===== config.mk =====
export PLATFORM = sky130hd
export DESIGN_NAME = servo_seq_ctrl
export DESIGN_NICKNAME = d
export VERILOG_FILES = /design/src/rtl/servo_pkg.sv /design/src/rtl/servo_frame_timer.sv /design/src/rtl/servo_seq_ctrl.sv
export SDC_FILE = /design/constraint.sdc
export NUM_CORES = 1
export LEC_CHECK = 0
export CAP_MARGIN = 10
export CELL_PAD_IN_SITES_DETAIL_PLACEMENT = 0
export CELL_PAD_IN_SITES_GLOBAL_PLACEMENT = 1
export CORE_MARGIN = 2
export CORE_UTILIZATION = 44
export CTS_CLUSTER_DIAMETER = 80
export DETAILED_ROUTE_END_ITERATION = 8
export PLACE_DENSITY = 0.77
export SYNTH_ARGS = -nofsm -noshare
export SYNTH_HDL_FRONTEND = slang
export SYNTH_HIERARCHICAL = 1
export SYNTH_SLANG_ARGS = --single-unit

===== constraint.sdc =====
create_clock -name clk -period 2.04 [get_ports clk]
set_input_delay 0.408 -clock clk [delete_from_list [all_inputs] [get_ports clk]]
set_output_delay 0.408 -clock clk [all_outputs]
set_load 0.005 [all_outputs]

===== src/rtl/servo_pkg.sv =====
// Shared types and default constants for the servo motion sequencer.
package servo_pkg;

  typedef enum logic {
    IDLE   = 1'b0,
    UPDATE = 1'b1
  } state_t;

  localparam int DEF_FRAME_CYCLES = 1_000_000;
  localparam int DEF_MAX_POS      = 85;
  localparam int DEF_HOME_POS     = 8;
  localparam int DEF_STEP         = 1;

endpackage


===== src/rtl/servo_frame_timer.sv =====
// Free-running servo frame counter with a registered one-cycle frame_tick,
// high while the counter holds FRAME_CYCLES-1.
module servo_frame_timer
  import servo_pkg::*;
#(
  parameter int FRAME_CYCLES = DEF_FRAME_CYCLES
) (
  input  logic clk,
  input  logic rst_n,
  output logic frame_tick
);

  localparam int CW = (FRAME_CYCLES > 2) ? $clog2(FRAME_CYCLES) : 1;
  localparam logic [CW-1:0] LAST_CNT = CW'(FRAME_CYCLES - 1);
  localparam logic [CW-1:0] PRE_CNT  = CW'(FRAME_CYCLES - 2);

  logic [CW-1:0] cnt;

  // Count 0..FRAME_CYCLES-1; raise the tick one cycle early so it is
  // registered yet coincides with the last count.
  always_ff @(posedge clk or negedge rst_n) begin
    if (!rst_n) begin
      cnt        <= '0;
      frame_tick <= 1'b0;
    end else begin
      if (cnt == LAST_CNT) cnt <= '0;
      else                 cnt <= cnt + 1'b1;
      frame_tick <= (cnt == PRE_CNT);
    end
  end

endmodule


===== src/rtl/servo_seq_ctrl.sv =====
// Multi-joint servo sequencer: accepts per-joint targets over valid/ready and
// moves each joint toward its target once per frame through one shared,
// time-multiplexed step slot. Define SERVO_SEQ_SLEW_EN for rate-limited
// motion (STEP per frame); otherwise each joint jumps to its target.
module servo_seq_ctrl
  import servo_pkg::*;
#(
  parameter int NUM_JOINTS   = 4,
  parameter int DATA_W       = 16,
  parameter int FRAME_CYCLES = DEF_FRAME_CYCLES,
  parameter int STEP         = DEF_STEP,
  parameter int MAX_POS      = DEF_MAX_POS,
  parameter int HOME_POS     = DEF_HOME_POS,
  localparam int JW          = (NUM_JOINTS > 1) ? $clog2(NUM_JOINTS) : 1
) (
  input  logic                         clk,
  input  logic                         rst_n,
  input  logic                         cmd_valid,
  output logic                         cmd_ready,
  input  logic [JW-1:0]                cmd_joint,
  input  logic [DATA_W-1:0]            cmd_pos,
  input  logic                         cmd_en,
  output logic                         cmd_err,
  output logic [NUM_JOINTS*DATA_W-1:0] pos_out,
  output logic [NUM_JOINTS-1:0]        en_out,
  output logic [NUM_JOINTS-1:0]        moving,
  output logic                         all_settled,
  output logic                         frame_tick
);

  state_t              state, state_nx;
  logic [JW-1:0]       idx, idx_nx;
  logic                upd_en;
  logic [DATA_W-1:0]   pos    [NUM_JOINTS];
  logic [DATA_W-1:0]   target [NUM_JOINTS];
  logic [NUM_JOINTS-1:0] en;
  logic                accept;
  logic [31:0]         joint_ext;
  logic                joint_ok;
  logic                idx_last;

  function automatic logic [DATA_W-1:0] clamp_pos(input logic [DATA_W-1:0] p);
    return (p > DATA_W'(MAX_POS)) ? DATA_W'(MAX_POS) : p;
  endfunction

  // Move cur toward goal by at most the step limit, landing exactly on goal.
  function automatic logic [DATA_W-1:0] step_toward(input logic [DATA_W-1:0] cur,
                                                    input logic [DATA_W-1:0] goal);
    logic [DATA_W-1:0] stp;
`ifdef SERVO_SEQ_SLEW_EN
    stp = DATA_W'(STEP);
`else
    // STEP has no effect: an all-ones limit turns every move into a jump.
    stp = DATA_W'(STEP) | {DATA_W{1'b1}};
`endif
    if (goal >= cur) return ((goal - cur) <= stp) ? goal : cur + stp;
    else             return ((cur - goal) <= stp) ? goal : cur - stp;
  endfunction

  servo_frame_timer #(
    .FRAME_CYCLES (FRAME_CYCLES)
  ) u_timer (
    .clk        (clk),
    .rst_n      (rst_n),
    .frame_tick (frame_tick)
  );

  assign accept    = cmd_valid && cmd_ready;
  assign joint_ext = 32'(cmd_joint);
  assign joint_ok  = joint_ext < 32'(NUM_JOINTS);
  assign idx_last  = 32'(idx) == 32'(NUM_JOINTS - 1);

  // Scheduler state register.
  always_ff @(posedge clk or negedge rst_n) begin
    if (!rst_n) begin
      state <= IDLE;
      idx   <= '0;
    end else begin
      state <= state_nx;
      idx   <= idx_nx;
    end
  end

  // Scheduler next state: a tick starts one update slot per joint.
  always_comb begin
    state_nx  = state;
    idx_nx    = idx;
    cmd_ready = 1'b0;
    upd_en    = 1'b0;
    case (state)
      IDLE: begin
        cmd_ready = 1'b1;
        if (frame_tick) begin
          state_nx = UPDATE;
          idx_nx   = '0;
        end
      end
      UPDATE: begin
        upd_en = 1'b1;
        if (idx_last) begin
          state_nx = IDLE;
          idx_nx   = '0;
        end else begin
          idx_nx = idx + 1'b1;
        end
      end
      default: state_nx = IDLE;
    endcase
  end

  // Per-joint targets, enables and positions; commands only land in IDLE
  // and position steps only in UPDATE, so the two never collide.
  always_ff @(posedge clk or negedge rst_n) begin
    if (!rst_n) begin
      cmd_err <= 1'b0;
      en      <= '0;
      for (int j = 0; j < NUM_JOINTS; j++) begin
        pos[j]    <= DATA_W'(HOME_POS);
        target[j] <= DATA_W'(HOME_POS);
      end
    end else begin
      cmd_err <= accept && !joint_ok;
      for (int j = 0; j < NUM_JOINTS; j++) begin
        if (accept && joint_ok && (joint_ext == 32'(j))) begin
          if (cmd_en) begin
            target[j] <= clamp_pos(cmd_pos);
            en[j]     <= 1'b1;
          end else begin
            target[j] <= pos[j];
            en[j]     <= 1'b0;
          end
        end
        if (upd_en && (32'(idx) == 32'(j))) begin
          pos[j] <= step_toward(pos[j], target[j]);
        end
      end
    end
  end

  // Flatten positions and derive motion flags straight from the registers.
  always_comb begin
    pos_out = '0;
    moving  = '0;
    for (int j = 0; j < NUM_JOINTS; j++) begin
      pos_out[j*DATA_W +: DATA_W] = pos[j];
      moving[j]                   = pos[j] != target[j];
    end
  end

  assign en_out      = en;
  assign all_settled = ~|moving;

endmodule

# After elaboration in Yosys (flattened, before gate mapping)
# Index checks and enable logic that the tools add are counted.
# totals
regBits,157
in_bits,22
out_inout_bits,76
word_cells,106
# classes
add_sub_neg,18
n_lt_le_gt_ge,14
n_eq_ne,13
mux,27
n_bitwise,1
n_reduce_logical,16
# ops
op,count
16-bit 2-to-1 mux,17
"16-bit <= comparator, second input constant",8
16-bit subtractor,8
"16-bit adder, second input constant",4
16-bit >= comparator,4
16-bit != test,4
"16-bit subtractor, second input constant",4
"20-bit equality test, second input constant",2
32-bit zero test,1
"20-bit by 1-bit adder with 20-bit output, second input constant",1
20-bit 2-to-1 mux,1
"16-bit by 7-bit greater-than comparator with 1-bit output, second input constant",1
1-bit logical AND,11
"2-bit equality test, second input constant",4
1-bit 2-to-1 mux,5
"2-bit by 1-bit equality test with 1-bit output, second input constant",2
2-bit 2-to-1 mux,2
2-bit case mux with 2 select lines,1
4-bit OR reduction,1
"2-bit by 3-bit less-than comparator with 1-bit output, second input constant",1
"2-bit by 1-bit adder with 2-bit output, second input constant",1
1-bit zero test,2
2-bit zero test,1
"2-bit by 1-bit != test with 1-bit output, second input constant",1
2 further kinds,2

# Longest topological paths before layout
# Gate-level depths: netlist of run 1.
# depth
word_depth,4
ltp_mapped,7
depth_no_buf,4

# By module
# The synthesis of run 1 kept the hierarchy.
# by_module_without_submodules
module,n_inst,cells_per_inst,area_each_um2,seq_area_each_um2
servo_seq_ctrl,1,558,6304.8,3388.2
servo_frame_timer,1,97,1011.0,525.5

# Least setup slack after synthesis of run 1
# No wires, ideal clock.
# synth_timing
path_type,register to output
start,register pos (netlist bit pos_out[3])
end,output all_settled
arrival_time_ps,1361
required_time_ps,1632
slack_ps,271
stages_incl_launch_ff,5
path_buffers,0
path_cell_list,dfstp_2 xor2_1 nor4_1 nand4_1 nor4_1
# synth_via
elab_chain_len,3
# synth_lines
element,line_no,source
start: declaration,servo_seq_ctrl.sv:34,logic [DATA_W-1:0] pos [NUM_JOINTS];
start signal: indexed assignment,servo_seq_ctrl.sv:118,pos[j] <= DATA_W'(HOME_POS);
start signal: indexed assignment,servo_seq_ctrl.sv:134,"pos[j] <= step_toward(pos[j], target[j]);"
16-bit != test,servo_seq_ctrl.sv:146,moving[j] = pos[j] != target[j];
named net moving[0],servo_seq_ctrl.sv:26,"output logic [NUM_JOINTS-1:0] moving,"
4-bit OR reduction,servo_seq_ctrl.sv:151,assign all_settled = ~|moving;
1-bit zero test,servo_seq_ctrl.sv:151,
end: declaration,servo_seq_ctrl.sv:27,"output logic all_settled,"
# The timed path passes the listed nets, and every way through them passes these cells.

# Worst setup path in the final report of run 1
# layout_timing
start,register pos (netlist bit pos_out[0])
end,output all_settled
# layout_via
elab_chain_len,3
# layout_lines
element,line_no
16-bit != test,servo_seq_ctrl.sv:146
4-bit OR reduction,servo_seq_ctrl.sv:151
1-bit zero test,servo_seq_ctrl.sv:151
# No other way between the ends.

==> results of run 1 <==
[critical path, stage by stage, from the launching register on]
cell and delay, ps:
sky130_fd_sc_hd__dfrtp_1 390, sky130_fd_sc_hd__xor2_1 180, sky130_fd_sc_hd__nor4_2 320, sky130_fd_sc_hd__nand4_1 220, sky130_fd_sc_hd__buf_4 200, sky130_fd_sc_hd__nor4_4 130
sky130_fd_sc_hd__buf_2 150
[power by group through the flow]
| stage | Clock [uW] | Sequential, uW | Combinational [uW] |
|---|---|---|---|
| 2_1_floorplan | 0 | 3330 | 254 |
| 3_3_place_gp | 0 | 3330 | 598 |
| 3_5_place_dp | 0 | 3340 | 612 |
| 4_1_cts | 3560 | 3280 | 644 |
| 5_1_grt | 3710 | 3290 | 715 |
| 6_report | 3490 | 3280 | 645 |
[layer usage]
| layer | track usage, % | vias up | wire [um] |
|---|---|---|---|
| met4 | 7.467 | 0 | 384 |
| met3 | 5.517 | 31 | 827 |
| met2 | 37.16 | 114 | 9055 |
| li1 | - | 2739 | - |
| met1 | 26.55 | 2817 | 7874 |
| met5 | 0 | - | 0 |
[cells by family (layout without fill, tap and decap cells)]
group | count (synthesis) | count (layout) | share of synthesized area, %
DFF | 156 | 156 | 53.50
muxes | 64 | 64 | 9.851
other | 1 | 1 | 0.05126
adders and majority gates | 6 | 6 | 1.026
AOI/OAI and AO/OA | 58 | 58 | 5.353
xor gates and xnor gates | 76 | 76 | 9.099
and+or+nand+nor | 259 | 259 | 18.78
buffers and inverters | 35 | 291 | 2.343
[area by class of cell]
| type | count | area [um2] | area share [%] |
|---|---|---|---|
| clock inverters | 10 | 186.4 | 1.794 |
| flip-flops and latches | 156 | 3915 | 37.67 |
| repair buffers | 250 | 2195 | 21.12 |
| multi-input cells | 464 | 3313 | 31.88 |
| clock buffers | 22 | 474.2 | 4.563 |
| inverters | 9 | 33.78 | 0.3251 |
| well taps | 220 | 275.3 | 2.649 |
[stage by stage]
| stage | utilization [%] | TNS (ps) | worst slack (ps) | cell area, um2 | cells |
|---|---|---|---|---|---|
| floorplan | - | 0 | 271.4 | 7316 | 655 |
| global placement | 58.52 | -1431 | -576.3 | 9602 | 1092 |
| detailed placement | 58.52 | -1438 | -539.7 | 9602 | 1092 |
| CTS | 63.14 | -1401 | -425.4 | 10360 | 1129 |
| global route | 63.34 | -1817 | -504.0 | 10390 | 1131 |
| finish | 63.34 | -1244 | -374.3 | 10390 | 1131 |
[state kept, by name, summed over array words and instances (netlist names)]
register,cells
en_out,4
target,64
idx,2
state,1
u_timer/cnt,20
u_timer/frame_tick,1
pos_out,64
[timing repair]
action / 4_1_cts / 5_1_grt
resized for setup: 29 / 4
pin swaps: 14 / 7
setup buffers: 6 / 2
setup endpoints to repair: 6 / 9
hold endpoints to repair: 45 / 0
hold buffers: 1 / 0
[cell usage in the layout, fill, tap and decap left out, types with 7 or more instances in the layout]
master	n
sky130_fd_sc_hd__o31ai_1	22
sky130_fd_sc_hd__nor2_1	40
sky130_fd_sc_hd__a31oi_1	12
sky130_fd_sc_hd__buf_4	146
sky130_fd_sc_hd__nor4_2	10
sky130_fd_sc_hd__nand3_1	7
sky130_fd_sc_hd__inv_1	8
sky130_fd_sc_hd__nand2_1	107
sky130_fd_sc_hd__nand3b_1	28
sky130_fd_sc_hd__dfrtp_1	147
sky130_fd_sc_hd__nand2b_1	22
sky130_fd_sc_hd__nand4_1	7
sky130_fd_sc_hd__o21ai_0	10
sky130_fd_sc_hd__xor2_1	70
sky130_fd_sc_hd__mux2_2	64
sky130_fd_sc_hd__clkdlybuf4s50_1	89
sky130_fd_sc_hd__buf_12	7
sky130_fd_sc_hd__clkbuf_16	17
sky130_fd_sc_hd__dfstp_2	8
[worst paths after layout]
kind / start / endpoint / slack [ps] / depth (start not counted)
setup / recovery: pos_out[0]$_DFFE_PN0P_ / all_settled / -370 / 6
hold / removal: cmd_en / target[26]$_DFFE_PN0P_ / 320 / 3
setup reg to reg: u_timer/cnt[9]$_DFF_PN0_ / u_timer/cnt[18]$_DFF_PN0_ / 190 / 4
hold reg to reg: en_out[3]$_DFFE_PN0P_ / en_out[3]$_DFFE_PN0P_ / 480 / 2
max in group asynchronous: rst_n / target[51]$_DFFE_PN1P_ / 830 / 3
min in group asynchronous: rst_n / target[29]$_DFFE_PN0P_ / 510 / 2
==> reports/results.md, run 1 <==
• **outcome** finished with violations
• **failing checks** setup timing
• **final antenna diode count** 0
• **fraction of power consumed by sequential logic** 44.3%
• **required time of the critical path** 1630 ps
• **routability cong.** 0.8138
• **final-report max-slew violation count** 0
• **total overflow reported by the global router** 0
• **path type of the worst min-delay path** in -> reg
• **sequential cell area fraction in the yosys report** 53.50%
• **final worst-path setup slack** -374.3 ps
• **power density over the cells** 713.6 nW/um2
• **fraction of final layout cells with drive strength greater than 1** 31.61%
• **total power draw** 7416 uW
• **DRC violation count after routing** 0
• **largest net degree at the start of global routing** 67
• **Clock Path Buffers** 2
• **CTS Root Cell** sky130_fd_sc_hd__clkbuf_16
• **switching part of the total** 21.69%
• **number of flops mapped to enable cells by yosys** 0
• **top-level I/O count** 98
• **via count of the routed design** 5701
• **number of search-and-repair iterations in the first detailed-routing pass** 4
• **number of rows created at floorplan** 47
• **classification of the worst setup path** reg -> out
• **clock power share** 47.0%
• **Routed wire per std cell** 16.04 um
• **leading cell type by number of instances after synthesis** sky130_fd_sc_hd__dfrtp_1
• **overall die height** 132.9 um
• **CTS tree** done
• **Netlist cell types** 44
• **Hold Slack** 322.2 ps
• **Initial Util** 44.59%
• **width of the die** 132.9 um
• **IR drop worst, VDD** 0.5940 mV
• **max-cap violation count** 0
• **clock-pin slew on the worst setup and hold paths** 60 ps
• **share of the cycle needed by the critical path after routing** 118.3%
• **Syn Area/Cell** 11.17 um2
• **Post-Synthesis Net Count** 683
• **number of cells produced by synthesis** 655
• **number of buffer cells added on primary ports** 96
• **Post-Syn Area** 7316 um2
• **area share of the largest cell type after synthesis** 50.62%
• **vias in the first global route** 6029
• **design internal power** 5807 uW
• **flip-flop cell with the highest count after synthesis** sky130_fd_sc_hd__dfrtp_1
• **RSZ-0062 raised after global routing** yes
• **sink count of the clock tree** 156
• **proportion of register bits with asynchronous set or reset after synthesis** 100.0%
• **area enclosed by the die boundary** 17670 um2
• **Post-Route Skew** 12.20 ps
• **Yosys Warn Count** 6
• **iteration-0 DRC count of the detailed router** 251
• **CTS HTree Levels** 4
• **mean number of vias per cell** 5.041
• **DRT antenna net count** 0
• **net count of the finished layout** 926
• **total clock buffers created by CTS** 17
• **commonest cells in the netlist** 148 x sky130_fd_sc_hd__dfrtp_1, 107 x sky130_fd_sc_hd__nand2_1, 70 x sky130_fd_sc_hd__xor2_1
• **maximum operating frequency** 0.4142 GHz
• **number of antenna violations at the first check in global routing** 0
• **Leak Pwr** 0.005298 uW
• **endpoint class of the critical path** output pin
• **top cell type by total area after synthesis** sky130_fd_sc_hd__dfrtp_1
• **HPWL reported at the end of detailed placement** 12440 um
• **number of synthesized register bits** 156
• **combinational group share of total power** 8.7%
• **type of element launching the critical path** flop
• **arrival time worst endpoint** 2010 ps
• **fill cell count** 1273
• **headroom to the max-slew limit** 53.26%
• **clk_lat worst skew** 430 ps
• **Final Critical Period** 2414 ps
• **slew at the pin with the worst max-slew slack** 701.1 ps
• **GRT Util Overall** 21.64%
• **total setup violations reported at the end of the flow** 5
• **layout overhead on the synthesized area** 42.06%
• **ranking of synthesized cells by area** sky130_fd_sc_hd__dfrtp_1 51%, sky130_fd_sc_hd__mux2_2 9.9%, sky130_fd_sc_hd__xor2_1 8.4%, sky130_fd_sc_hd__nand2_1 5.5%, sky130_fd_sc_hd__dfstp_2 2.9%
• **wire length reported by the detailed router** 18140 um
• **sw power** 1609 uW
• **peak fanout along the critical path** 2
• **Core Region** 16410 um2
• **first-pass GRT wire length** 29950 um
• **final-report hold violation count** 0
No activity file was read; power rests on OpenSTA's default activity.
==> run 2, diff against run 1 <==
- CORE_UTILIZATION: 44 -> 31
- PLACE_DENSITY: 0.77 -> 0.57
- SKIP_LAST_GASP: not set -> 1
==> run 2 against run 1 <==
- die area up 41%
- cell area about the same
- clock power down 17%
- the run still ends with setup timing left
- critical path type unchanged
==> reports/results.md, run 2 (same netlist as run 1, synthesis figures left out) <==
• **via count of the routed design** 5586, -2.0%
• **IR drop worst, VDD** 0.3165 mV, -47%
• **Core Region** 23330 um2, +42%
• **outcome** finished with violations
• **DRC violation count after routing** 0, unchanged
• **wire length reported by the detailed router** 19120 um, +5.4%
• **iteration-0 DRC count of the detailed router** 255, +1.6%
• **total overflow reported by the global router** 0, unchanged
• **RSZ-0062 raised after global routing** yes
• **failing checks** setup timing
• **largest net degree at the start of global routing** 69, +3.0%
• **DRT antenna net count** 0, unchanged
• **top-level I/O count** 98, unchanged
• **final-report max-slew violation count** 0, unchanged
• **HPWL reported at the end of detailed placement** 12950 um, +4.1%
• **Post-Place Cell Area** 9686 um2, +0.87%
• **arrival time worst endpoint** 2090 ps, +80 ps
• **layout overhead on the synthesized area** 42.04%, about the same
• **final-report hold violation count** 0, unchanged
• **classification of the worst setup path** reg -> out
• **final antenna diode count** 0, unchanged
• **CTS Root Cell** sky130_fd_sc_hd__clkbuf_16
• **total setup violations reported at the end of the flow** 5, unchanged
• **CTS tree** done
• **GRT Util Overall** 16.23%, -5.4 points
• **max-cap violation count** 0, unchanged
• **fill cell count** 2196, +73%
• **power density over the cells** 655.4 nW/um2, -8.2%
• **Post-Route Skew** 13.08 ps, +0.8779 ps
• **Routed wire per std cell** 15.61 um, -2.7%
• **maximum operating frequency** 0.4004 GHz, -3.3%
• **number of rows created at floorplan** 56, +19%
• **Clock Path Buffers** 2, unchanged
• **number of search-and-repair iterations in the first detailed-routing pass** 6, +2
• **most common cell after layout, fill and taps aside** sky130_fd_sc_hd__dfrtp_1
• **required time of the critical path** 1630 ps, about the same
• **endpoint class of the critical path** output pin
• **path type of the worst min-delay path** in -> async
• **number of buffer cells added on primary ports** 96, unchanged
• **CTS HTree Levels** 4, unchanged
• **first-pass GRT wire length** 30950 um, +3.3%
• **Final Critical Period** 2498 ps, +83.38 ps
• **final worst-path setup slack** -457.7 ps, -83.38 ps
• **width of the die** 157.6 um, +19%
• **number of antenna violations at the first check in global routing** 0, unchanged
• **Initial Util** 31.35%, -13 points
• **slew at the pin with the worst max-slew slack** 738.3 ps, +37.18 ps
• **headroom to the max-slew limit** 50.78%, -2.5 points
• **type of element launching the critical path** flop
• **peak fanout along the critical path** 2, unchanged
• **Leak Pwr** 0.005241 uW, -1.1%
• **overall die height** 157.6 um, +19%
• **fraction of final layout cells with drive strength greater than 1** 31.35%, -0.27 points
• **final standard cell area without fillers** 10390 um2, about the same
• **vias in the first global route** 5970, -0.98%
• **area enclosed by the die boundary** 24840 um2, +41%
• **routability cong.** 0.7830, -3.8%
• **commonest cells after routing, fill and taps aside** 147 x sky130_fd_sc_hd__dfrtp_1, 137 x sky130_fd_sc_hd__buf_4, 107 x sky130_fd_sc_hd__nand2_1
• **share of the core filled with cells** 44.54%, -19 points
• **mean number of vias per cell** 4.560, -9.5%
• **share of the cycle needed by the critical path after routing** 122.4%, +4.1 points
• **Hold Slack** 457.5 ps, +135.3 ps
• **clk_lat worst skew** 430 ps, about the same
• **total clock buffers created by CTS** 17, unchanged
• **net count of the finished layout** 921, -0.54%
• **clock-pin slew on the worst setup and hold paths** 70 ps, about the same
• **sink count of the clock tree** 156, unchanged
-- run 2: cell type report --
class	count	area (um2)	share of cell area, %
well taps	319	399.1	3.841
inverters	9	33.78	0.3251
multi-input cells	464	3324	31.99
flip-flops and latches	156	3915	37.68
repair buffers	245	2191	21.08
clock buffers	19	432.9	4.166
clock inverters	13	95.09	0.9151
-- run 2: worst max-delay path, stage by stage (launching register included) --
cell and delay (ps):
sky130_fd_sc_hd__dfrtp_1 390, sky130_fd_sc_hd__xor2_1 160, sky130_fd_sc_hd__nor4_1 280, sky130_fd_sc_hd__buf_4 160, sky130_fd_sc_hd__nand4_1 100, sky130_fd_sc_hd__buf_6 160
sky130_fd_sc_hd__nor4_4 260, sky130_fd_sc_hd__buf_2 150
-- run 2: through the flow --
step | setup slack, ps | setup TNS, ps | total power [uW] | instances
after detailed placement | -594.7 | -1674 | 3965 | 1184
after floorplan | 271.4 | 0 | 3586 | 655
after global placement | -547.5 | -1221 | 3944 | 1184
after global routing | -551.4 | -1716 | 7123 | 1225
final | -457.7 | -1313 | 6810 | 1225
after CTS | -497.3 | -1383 | 6904 | 1224
-- run 2: what timing repair did --
| action | in CTS | in global routing |
|---|---|---|
| gates cloned | 0 | 0 |
| hold endpoints to repair | 33 | 0 |
| resized for setup | 36 | 9 |
| pin swaps | 13 | 6 |
| endpoints found under the setup margin | 7 | 8 |
| buffers inserted | 9 | 2 |
| hold buffers | 1 | 0 |
-- run 2: path summary, 6_finish.rpt --
| check | cells after the start | endpoint | slack, ps | startpoint |
|---|---|---|---|---|
| worst min-delay path | 2 | en_out[2]$_DFFE_PN0P_ | 460 | rst_n |
| worst max-delay path | 7 | all_settled | -460 | pos_out[56]$_DFFE_PN0P_ |
| worst max register to register | 4 | u_timer/cnt[19]$_DFF_PN0_ | 190 | u_timer/cnt[8]$_DFF_PN0_ |
| max in group asynchronous | 3 | pos_out[31]$_DFFE_PN0P_ | 820 | rst_n |
| min in group clk | 2 | en_out[0]$_DFFE_PN0P_ | 470 | en_out[0]$_DFFE_PN0P_ |
| worst min register to register | 2 | en_out[0]$_DFFE_PN0P_ | 470 | en_out[0]$_DFFE_PN0P_ |
-- run 2: per-layer routing --
layer / share of wire [%] / GRT usage (%) / wire length [um]
met1: 45 / 19.98 / 8608
met2: 50 / 28.30 / 9607
met4: 1.3 / 5.022 / 254
met5: 0 / 0 / 0
met3: 3.4 / 3.586 / 650
-- run 2: report_power, final --
| group | switching, uW | internal (uW) | leakage [uW] | total (uW) |
|---|---|---|---|---|
| sequential | 74.1 | 3200 | 0.00209 | 3280 |
| clock | 1320 | 1560 | 0.000242 | 2880 |
| combinational | 314 | 339 | 0.00291 | 653 |
| total | 1710 | 5100 | 0.00524 | 6810 |
==> run 3, diff against run 2 <==
- SETUP_SLACK_MARGIN: not set -> 0.3
==> run 3 against run 2 <==
- the flow still finishes with violations (setup timing)
- fmax shrank 0.43%
- via count grew 1.6%
- setup slack lost 11 ps
- critical path depth is the same
- die area is the same
- sequential power is essentially flat
- register-to-register slack gained 100 ps
- worst hold slack lost 130 ps
- non-clock buffer count grew 24
- critical endpoint unchanged
- highest routed layer unchanged
==> reports/results.md, run 3 (same netlist as run 1, synthesis figures left out) <==
• **max-cap violation count** 0, unchanged
• **failing checks** setup timing
• **Slowest-stage cell, CP** sky130_fd_sc_hd__dfrtp_1
• **top-level I/O count** 98, unchanged
• **type of element launching the critical path** flop
• **Final Critical Period** 2508 ps, +10.79 ps
• **final-report max-slew violation count** 0, unchanged
• **routability cong.** 0.7741, -1.1%
• **wire length reported by the detailed router** 18940 um, -0.95%
• **outcome** finished with violations
• **CTS HTree Levels** 4, unchanged
• **GRT Util Overall** 15.94%, -0.29 points
• **RSZ-0062 raised after global routing** yes
• **final-report hold violation count** 0, unchanged
• **maximum operating frequency** 0.3986 GHz, -0.43%
• **final worst-path setup slack** -468.5 ps, -10.79 ps
• **clk_lat worst skew** 430 ps, about the same
• **most common cell after layout, fill and taps aside** sky130_fd_sc_hd__buf_4
• **CTS tree** done
• **mean number of vias per cell** 4.545, -0.32%
• **Core Region** 23330 um2, unchanged
• **classification of the worst setup path** reg -> out
• **fill cell count** 2220, +1.1%
• **Initial Util** 31.35%, unchanged
• **largest stage delay on the critical path** 390 ps, about the same
• **number of search-and-repair iterations in the first detailed-routing pass** 4, -2
• **total clock buffers created by CTS** 17, unchanged
• **path type of the worst min-delay path** in -> async
• **total overflow reported by the global router** 0, unchanged
• **IR drop worst, VDD** 0.5134 mV, +62%
• **post-route setup TNS** -1476 ps, -163.0 ps
• **width of the die** 157.6 um, unchanged
• **headroom to the max-slew limit** 49.64%, -1.1 points
• **number of buffer cells added on primary ports** 96, unchanged
• **sink count of the clock tree** 156, unchanged
• **final antenna diode count** 0, unchanged
• **Post-Route Skew** 8.305 ps, -4.772 ps
• **Routed wire per std cell** 15.16 um, -2.9%
• **Leak Pwr** 0.005665 uW, +8.1%
• **net count of the finished layout** 945, +2.6%
• **HPWL reported at the end of detailed placement** 12730 um, -1.7%
• **first-pass GRT wire length** 30530 um, -1.3%
• **CTS Root Cell** sky130_fd_sc_hd__clkbuf_16
• **area enclosed by the die boundary** 24840 um2, unchanged
• **number of rows created at floorplan** 56, unchanged
• **worst path cell trace** xor2_1 > nor4_2 > nand4_1 > buf_6 > buf_4 > nor4_2 > buf_2
• **overall die height** 157.6 um, unchanged
• **required time of the critical path** 1630 ps, about the same
• **endpoint class of the critical path** output pin
• **share of the cycle needed by the critical path after routing** 123.0%, +0.53 points
• **largest net degree at the start of global routing** 95, +38%
• **DRT antenna net count** 0, unchanged
• **fraction of final layout cells with drive strength greater than 1** 35.70%, +4.4 points
• **iteration-0 DRC count of the detailed router** 298, +17%
• **power density over the cells** 675.0 nW/um2, +3.0%
• **number of antenna violations at the first check in global routing** 0, unchanged
• **Clock Path Buffers** 2, unchanged
• **peak fanout along the critical path** 2, unchanged
• **share of the core filled with cells** 45.58%, +1.0 points
• **vias in the first global route** 5859, -1.9%
• **via count of the routed design** 5677, +1.6%
• **DRC violation count after routing** 0, unchanged
• **clock-pin slew on the worst setup and hold paths** 70 ps, about the same
• **total power draw** 7179 uW, +5.4%
• **dominant cell type by count on the critical path** sky130_fd_sc_hd__nor4_2
• **arrival time worst endpoint** 2100 ps, about the same
• **total setup violations reported at the end of the flow** 5, unchanged
• **flop-to-flop setup slack** 290 ps, +100 ps
• **layout overhead on the synthesized area** 45.37%
• **slew at the pin with the worst max-slew slack** 755.3 ps, +17.04 ps
• **commonest cells after routing, fill and taps aside** 153 x sky130_fd_sc_hd__buf_4, 140 x sky130_fd_sc_hd__dfrtp_1, 107 x sky130_fd_sc_hd__nand2_1
• **Reg2Reg Depth** 5, +1
## run 3: path summary, 6_finish.rpt
path / endpoint / startpoint
setup / recovery: all_settled / target[41]$_DFFE_PN0P_
hold / removal: en_out[2]$_DFFE_PN0P_ / rst_n
setup reg to reg: u_timer/cnt[18]$_DFF_PN0_ / u_timer/cnt[11]$_DFF_PN0_
hold reg to reg: en_out[1]$_DFFE_PN0P_ / en_out[1]$_DFFE_PN0P_
max in group asynchronous: u_timer/cnt[2]$_DFF_PN0_ / rst_n
min in group clk: en_out[1]$_DFFE_PN0P_ / en_out[1]$_DFFE_PN0P_
## run 3: per-stage QoR
step	setup slack, ps	instances	hold slack (ps)	cell area (um2)
final	-468.5	1249	323.5	10640
after detailed placement	-559.7	1179	194.7	9654
after CTS	-551.3	1237	308.1	10460
after floorplan	305.3	655	112.4	7328
after global routing	-592.9	1249	314.9	10640
after global placement	-542.6	1179	194.7	9654
## run 3: cell type report
type                    count  area, um2  share of cell area [%]
clock buffers              19      432.9                   4.071
clock inverters            13      166.4                   1.565
inverters                   9      33.78                  0.3176
multi-input cells         464       3372                   31.71
flip-flops and latches    156       3924                   36.89
well taps                 319      399.1                   3.753
repair buffers            269       2307                   21.69
## run 3: critical path, delay by kind of cell (launching register included)
family	cells	cell delay, ps
buffers and inverters	3	440
DFF	1	390
and+or+nand+nor	3	680
xor gates and xnor gates	1	170
## run 3: power by group
group	internal (uW)	leakage, uW	switching [uW]
Clock	1930	0.000272	1330
Sequential	3200	0.00208	76.4
Combinational	332	0.00331	309
## run 3: layer usage
metal  routed length (um)  track usage [%]  up-vias
met1                 8593            20.07     2803
met3                  667            3.668       16
met4                  205            4.545        0
li1                     -                -     2783
met5                    0                0        -
met2                 9471            27.37       75
## run 3: what timing repair did
item,CTS,global route
endpoints found under the setup margin,77,24
pin swaps,13,10
setup buffers,25,12
hold endpoints to repair,37,0
resized for setup,123,38
hold buffers,1,0
